--- config.mk ---
export PLATFORM = sky130hd
export DESIGN_NAME = fifo_byte_seq
export DESIGN_NICKNAME = d
export VERILOG_FILES = /design/src/rtl/fifo_byte_seq.sv
export SDC_FILE = /design/constraint.sdc
export NUM_CORES = 1
export LEC_CHECK = 0
export CORE_UTILIZATION = 30
export DETAILED_ROUTE_END_ITERATION = 7
export MAX_ROUTING_LAYER = met4
export PLACE_DENSITY_LB_ADDON = 0.1
export RECOVER_POWER = 50
export SLEW_MARGIN = 20
export SYNTH_ARGS = -nofsm -noshare
export SYNTH_HDL_FRONTEND = slang
export SYNTH_SLANG_ARGS = --single-unit
--- constraint.sdc ---
create_clock -name CLK -period 5.55 [get_ports CLK]
set_input_delay 1.11 -clock CLK [delete_from_list [all_inputs] [get_ports CLK]]
set_output_delay 1.11 -clock CLK [all_outputs]
set_load 0.05 [all_outputs]
--- src/rtl/fifo_byte_seq.sv ---
// fifo_byte_seq: sequencer for the DMA longword FIFO.
// Moves single bytes between the SCSI side and 32-bit FIFO words, and
// whole longwords between the bus side and the FIFO. Owns the byte lane
// pointer, the word write/read pointers, the longword count and the
// FULL/EMPTY flags. It drives lane enables and word strobes into the
// storage array, which lives outside this block.
module fifo_byte_seq #(
  parameter int DEPTH = 8,
  parameter int PTR_W = 3
) (
  input  logic             CLK,
  input  logic             RST,
  input  logic             DIR,
  input  logic             START,
  input  logic             ACR_WR,
  input  logic             ODD_START,
  input  logic             FLUSH,
  input  logic             BYTE_REQ,
  output logic             BYTE_ACK,
  input  logic             LW_REQ,
  output logic             LW_ACK,
  output logic [1:0]       BPTR,
  output logic [PTR_W-1:0] WPTR,
  output logic [PTR_W-1:0] RPTR,
  output logic [3:0]       BYTE_LANE,
  output logic             WORD_WE,
  output logic [PTR_W:0]   COUNT,
  output logic             FULL,
  output logic             EMPTY,
  output logic             BUSY
);

  typedef enum logic [1:0] {
    S_IDLE     = 2'd0,
    S_RUN      = 2'd1,
    S_FLUSHING = 2'd2,
    S_WAIT_ACK = 2'd3
  } state_e;

  localparam logic [PTR_W-1:0] PTR_ONE   = PTR_W'(1);
  localparam logic [PTR_W:0]   CNT_ONE   = (PTR_W+1)'(1);
  localparam logic [PTR_W:0]   CNT_DEPTH = (PTR_W+1)'(DEPTH);

  state_e           state_q, state_d;
  logic             dir_q, dir_d;
  logic [1:0]       bptr_q, bptr_d;
  logic [PTR_W-1:0] wptr_q, wptr_d;
  logic [PTR_W-1:0] rptr_q, rptr_d;
  logic [PTR_W:0]   count_q, count_d;
  logic             full_q, full_d;
  logic             empty_q, empty_d;
  logic             byte_ack_q, byte_ack_d;
  logic             lw_ack_q, lw_ack_d;

  // Accept and bookkeeping strobes for the current cycle.
  logic byte_ok;        // byte transfer accepted this cycle
  logic lw_ok;          // longword transfer accepted this cycle
  logic byte_word_done; // accepted byte was lane 3, word boundary crossed
  logic partial_commit; // FLUSHING pushes a partially filled word
  logic word_in;        // one complete word enters the FIFO
  logic word_out;       // one complete word leaves the FIFO

  // Decide which requests are accepted. The ACK cycle blocks a second
  // accept of the same REQ, and FULL/EMPTY are the pre-cycle values so a
  // simultaneous fill and drain cannot overrun either boundary.
  always_comb begin
    // NOTE: every signal gets a default before any branch so no latch is inferred.
    byte_ok        = 1'b0;
    lw_ok          = 1'b0;
    byte_word_done = 1'b0;
    partial_commit = 1'b0;

    if (state_q == S_RUN && BYTE_REQ && !byte_ack_q) begin
      byte_ok = dir_q ? !full_q : !empty_q;
    end

    // Bus-side drain keeps running while a partial word is being committed.
    if ((state_q == S_RUN || (state_q == S_FLUSHING && dir_q)) &&
        LW_REQ && !lw_ack_q) begin
      lw_ok = dir_q ? !empty_q : !full_q;
    end

    byte_word_done = byte_ok && (bptr_q == 2'd3);

    if (state_q == S_FLUSHING && !full_q && bptr_q != 2'd0) begin
      partial_commit = 1'b1;
    end
  end

  // Direction decides which side adds words and which side removes them.
  always_comb begin
    word_in  = 1'b0;
    word_out = 1'b0;
    if (dir_q) begin
      word_in  = byte_word_done || partial_commit;
      word_out = lw_ok;
    end else begin
      word_in  = lw_ok;
      word_out = byte_word_done;
    end
  end

  // Next-state for the control FSM and the latched transfer direction.
  always_comb begin
    state_d = state_q;
    dir_d   = dir_q;
    unique case (state_q)
      S_IDLE: begin
        if (START) begin
          dir_d   = DIR;
          state_d = S_RUN;
        end
      end
      S_RUN: begin
        if (FLUSH) begin
          state_d = (dir_q && bptr_q != 2'd0) ? S_FLUSHING : S_WAIT_ACK;
        end
      end
      S_FLUSHING: begin
        // Hold here until there is room for the partial word.
        if (!full_q) begin
          state_d = S_WAIT_ACK;
        end
      end
      S_WAIT_ACK: begin
        state_d = S_IDLE;
      end
      default: state_d = S_IDLE;
    endcase
  end

  // Next-state for pointers, count and flags.
  always_comb begin
    bptr_d = bptr_q;
    wptr_d = wptr_q;
    rptr_d = rptr_q;

    if (state_q == S_IDLE && ACR_WR) begin
      // An odd word address means the transfer begins in the upper halfword.
      bptr_d = ODD_START ? 2'b10 : 2'b00;
    end else if (byte_ok) begin
      // Lane 3 wraps naturally back to lane 0.
      bptr_d = bptr_q + 2'd1;
    end else if (partial_commit) begin
      bptr_d = 2'd0;
    end

    if (word_in) begin
      wptr_d = wptr_q + PTR_ONE;
    end
    if (word_out) begin
      rptr_d = rptr_q + PTR_ONE;
    end

    unique case ({word_in, word_out})
      2'b10:   count_d = count_q + CNT_ONE;
      2'b01:   count_d = count_q - CNT_ONE;
      default: count_d = count_q;
    endcase

    full_d  = (count_d == CNT_DEPTH);
    empty_d = (count_d == '0);

    byte_ack_d = byte_ok;
    lw_ack_d   = lw_ok;
  end

  // State register; asynchronous reset drops any pending ACK.
  always_ff @(posedge CLK or posedge RST) begin
    if (RST) begin
      state_q    <= S_IDLE;
      dir_q      <= 1'b0;
      bptr_q     <= 2'd0;
      wptr_q     <= '0;
      rptr_q     <= '0;
      count_q    <= '0;
      full_q     <= 1'b0;
      empty_q    <= 1'b1;
      byte_ack_q <= 1'b0;
      lw_ack_q   <= 1'b0;
    end else begin
      // NOTE: non-blocking assignments so every register samples pre-edge values.
      state_q    <= state_d;
      dir_q      <= dir_d;
      bptr_q     <= bptr_d;
      wptr_q     <= wptr_d;
      rptr_q     <= rptr_d;
      count_q    <= count_d;
      full_q     <= full_d;
      empty_q    <= empty_d;
      byte_ack_q <= byte_ack_d;
      lw_ack_q   <= lw_ack_d;
    end
  end

  // Storage strobes are combinational in the accept cycle.
  always_comb begin
    BYTE_LANE = 4'b0000;
    WORD_WE   = 1'b0;
    if (byte_ok && dir_q) begin
      BYTE_LANE = 4'b0001 << bptr_q;
    end
    if (lw_ok && !dir_q) begin
      WORD_WE = 1'b1;
    end
  end

  assign BYTE_ACK = byte_ack_q;
  assign LW_ACK   = lw_ack_q;
  assign BPTR     = bptr_q;
  assign WPTR     = wptr_q;
  assign RPTR     = rptr_q;
  assign COUNT    = count_q;
  assign FULL     = full_q;
  assign EMPTY    = empty_q;
  assign BUSY     = (state_q != S_IDLE);

endmodule

* Yosys cells after proc, flatten, opt, wreduce, memory -nomap -nowiden
Cells that the tools add are included.
** Word-level totals
- Word-level logic and storage cells :: 71
- Output and inout bits :: 22
- Bits in registers :: 19
- Input port bits :: 9
** Operators by class
- Muxes and demuxes :: 19
- Reduce and logical (&&, ||, !) cells :: 26
- Equal/unequal tests :: 10
- $add $sub $neg :: 5
- Shifts and indexed selects :: 1
** Operator list (number)
- $mux 2 :: 7
- $logic_and 1x1->1 :: 12
- $mux 1 :: 9
- $eq 2x2->1 const B :: 4
- $pmux 2 s4 :: 1
- $pmux 4 s2 :: 1
- $add 3x1->3 const B :: 2
- $ne 2x2->1 const B :: 3
- $logic_not 1->1 :: 5
- $add 4x1->4 const B :: 1
- $eq 2x1->1 const B :: 2
- $eq 4x4->1 const B :: 1
- $logic_not 4->1 :: 1
- $mux 4 :: 1
- $reduce_bool 2->1 :: 2
- $shl 1x2->4 const A :: 1
- $sub 4x1->4 const B :: 1
- $reduce_and 3->1 :: 1
- $reduce_bool 3->1 :: 1
- $add 2x1->2 const B :: 1
- $logic_not 2->1 :: 1
- $logic_or 1x1->1 :: 2
- $reduce_and 2->1 :: 1

* Depth between registers and ports, before layout
- Depth after elaboration :: 10
- Gate-level depth with buffers :: 11

* Least setup slack after synthesis
OpenSTA, ideal clock, no wires.
- Path type :: input to output
- From :: input LW_REQ
- To :: output WORD_WE
- Buffers on the path :: 0
- Stages on the path :: 3
- Arrival time :: 2.061 ns
- Required time :: 4.440 ns
- Setup slack :: 2.379 ns
- Cell sequence :: nor2b_1 -> o21ai_0 -> nor2_1
** Between the ends
- Word-level cells in the longest chain between the ends :: 5
** RTL lines
- from (decl) :: RTL line 20 : input logic LW_REQ,
- $logic_and 1x1->1 :: RTL line 78 : if ((state_q == S_RUN || (state_q == S_FLUSHING && dir_q)) &&
- $logic_and 1x1->1 :: RTL line 79 : LW_REQ && !lw_ack_q) begin
- $mux 1 :: RTL line 78
- $logic_and 1x1->1 :: RTL line 203 : if (lw_ok && !dir_q) begin
- $mux 1 :: RTL line 203
- to (decl) :: RTL line 26 : output logic WORD_WE,
No other way between the ends.

* Worst setup path in the final report
- From :: input BYTE_REQ
- To :: output BYTE_LANE[3]
** Between the ends
- Word-level cells in the longest chain between the ends :: 5
** RTL lines
- from (decl) :: RTL line 18 : input logic BYTE_REQ,
- $logic_and 1x1->1 (2 in a row) :: RTL line 73 : if (state_q == S_RUN && BYTE_REQ && !byte_ack_q) begin
- $mux 1 :: RTL line 73
- named net byte_ack_d :: RTL line 52 : logic byte_ack_q, byte_ack_d;
- $logic_and 1x1->1 :: RTL line 200 : if (byte_ok && dir_q) begin
- $mux 4 :: RTL line 200
- to (decl) :: RTL line 25 : output logic [3:0] BYTE_LANE,
The timed path passes the listed nets, and every way through them passes these cells.

==> results.tsv <==
stage	metric	value	unit
clock_tree	root_buffer	clkbuf_8	
die	die_x	64.8	um
synthesis	synth-main-ff-cell	dfrtp_1	
timing	finalCritPeriodShare	80.3	%
timing	grt_setup_unrepaired	false	
synthesis	yosys-top-cells-area	dfrtp_1, ha_1, mux2_2	
synthesis	syn-num-nets	130	
route	drt_first_iter_violations	24	
clock_tree	cts_tree	built	
clock_tree	cts_made_buffers	3	
hold_path	min_path_type	reg -> reg	
global_route	overflow	0	
synthesis	synth.avg_cell_area	11.1	sq um
global_route	grt_pass1_wl	4210	um
timing	slew_headroom	50.9	%
worst_setup_path	critPathCaptureType	primary output	
timing	setup-tns-final	0	ns
clock_tree	clkTransAtPathRegs	0.07	ns
route	first_pass_iters	3	
clock_tree	cts_hold_buf	0	
synthesis	synth-edff-count	0	
die	start_util	31.8	%
finish	finish.utilization	41.9	%
placed_design	place.port_buffers	30	
worst_setup_path	reg2reg_to	EMPTY	
die	dieHeight	64.8	um
clock_tree	postCtsResizedCells	0	
synthesis	synthTopCellsByCount	dfrtp_1, ha_1, inv_1, nand2_1	
finish	num-nets-final	163	
worst_setup_path	crit_end	BYTE_LANE[3]	
worst_setup_path	cp.arrival	3.34	ns
synthesis	synth_most_common_cell	dfrtp_1	
worst_setup_path	worstRegToRegCells	11	
synthesis	syn-cell-area	1180	sq um
route	vias	891	
synthesis	synthArstFlopShare	100	%
worst_setup_path	crit_fanout	8	
global_route	grt_antenna_before_repair	0	
timing	hold_violations	0	
global_route	grt_start_max_net_pins	20	
timing	maxSlewViolCount	0	
finish	post-route-cell-area	1560	sq um
timing	timing.hold.ws	0.470	ns
global_route	grt_usage	13.1	%
worst_setup_path	path_class	in -> out	
synthesis	yosys.area.top_type_share	38.1	%
route	routed_wl	2270	um
worst_setup_path	regToRegSetupSlack	2.37	ns
worst_setup_path	crit_start	BYTE_REQ	
worst_setup_path	critical_path.slowest_cell	clkdlybuf4s50_1	
die	die_area	4200	sq um
outcome	status	completed	
clock_tree	numClockSinks	19	
synthesis	synth.mux.area_fraction	9.95	%
finish	area_delta_synth_final	31.5	%
synthesis	ys_types	39	
synthesis	synthCells	107	
route	drc	0	
synthesis	synthXorXnorAreaFrac	5.19	%
die	ios	31	
timing	worst_slew_pin_slew	0.735	ns
worst_setup_path	max_stage_delay	0.79	ns
placed_design	gp_congestion	0.752	
route	wl_per_cell	12.1	um
synthesis	synth_compound_area_share	9.52	%
flow_run	maxCapViolCount	0	
route	vias_per_cell	4.76	
global_route	grt_pass1_vias	895	
finish	antenna_cells	0	
die	row_count	22	
synthesis	synth_top_family_by_area	simple AND/OR/NAND/NOR gates	
synthesis	synth-seq-cells	19	
die	core	3720	sq um
worst_setup_path	r2r_start	state_q[0]	
timing	setup_viol	0	
clock_tree	clk_latency	0.25	ns
synthesis	synth_warnings	0	
worst_setup_path	crit_path_start_kind	primary input	
worst_setup_path	crit_required	4.44	ns
synthesis	ys_seq_area_share	40.3	%
worst_setup_path	crit_chain	dlygate4sd3_1 -> nand2_1 -> nor3_1 -> and3_1 -> clkdlybuf4s50_1	
finish	drive_gt1_share	7.91	%
synthesis	synthSimpleGateAreaFrac	16.3	%
synthesis	yosysTopAreaCell	dfrtp_1	
clock_tree	post_cts_buffers	0	
route	detail-route-antenna-nets	0	
timing	clock_skew	0.00336	ns
timing	finalCriticalPeriod	4.45	ns
synthesis	synthAdderAreaFrac	15.4	%
clock_tree	htree_levels	1	
clock_tree	clockBufferDepth	2	
placed_design	dpl_cell_area	1530	sq um
timing	clock.fmax	0.224	GHz
[worst min path at each step]
stage / start / to / slack [ns] / cells past startpoint
after floorplan: state_q[1] / state_q[1] / 0.53 / 1
after global placement: RPTR[2] / RPTR[2] / 0.45 / 1
after detailed placement: RPTR[2] / RPTR[2] / 0.47 / 1
after CTS: RPTR[2] / RPTR[2] / 0.48 / 1
after global routing: RPTR[2] / RPTR[2] / 0.50 / 1
final: RPTR[2] / RPTR[2] / 0.47 / 1
[worst max-delay path, delay by kind of cell]
family / cells / cell delay, ns
buffers and inverters: 2 / 1.35
and+or+nand+nor: 3 / 0.87
[flip-flops by register name (all words and copies together), names as in the netlist]
signal / count
LW_ACK: 1
dir_q: 1
COUNT: 4
state_q: 2
FULL: 1
WPTR: 3
BYTE_ACK: 1
EMPTY: 1
BPTR: 2
RPTR: 3
[cell usage in the layout, fill, tap and decap left out, drive strengths merged, types with 3 or more instances in the layout]
| cell type | count |
|---|---|
| ha | 13 |
| dlygate4sd3 | 4 |
| xor2 | 3 |
| a21oi | 4 |
| xnor2 | 4 |
| mux2 | 8 |
| nand2 | 9 |
| clkbuf | 4 |
| nor2 | 4 |
| dfrtp | 18 |
| clkdlybuf4s50 | 26 |
| and3 | 4 |
| o21ai | 3 |
| inv | 8 |
[logic make-up (layout without fill, tap and decap cells)]
family	count (synthesis)	count (layout)
flops	19	19
xor+xnor	7	7
simple gates	31	31
compound gates	16	16
fa+ha+maj	14	14
mux	10	10
buf+inv	10	42
[per-stage QoR]
step,instances,worst slack (ns)
floorplan,107,2.38
global placement,183,1.52
detailed placement,183,1.49
CTS,187,1.49
global route,187,0.904
finish,187,1.10
[routing by layer]
| layer | global-route usage [%] | up-vias | part of all wire, % |
|---|---|---|---|
| met4 | 3.06 | 0 | 0.26 |
| met3 | 2.11 | 2 | 3.2 |
| met5 | - | - | 0 |
| met2 | 22.0 | 17 | 49 |
| li1 | - | 436 | - |
| met1 | 16.4 | 436 | 47 |
[area by class of cell]
cell class              instances  area [sq um]
fillers                       375          2160
multi-input cells              78           643
flip-flops and latches         19           477
repair buffers                 30           300
well taps                      48          60.1
clock buffers                   4          45.0
inverters                       8          30.0
Power is left out: the tool's default activity adds up to more than one toggle a clock period on the data nets, which glitch-free logic cannot reach.
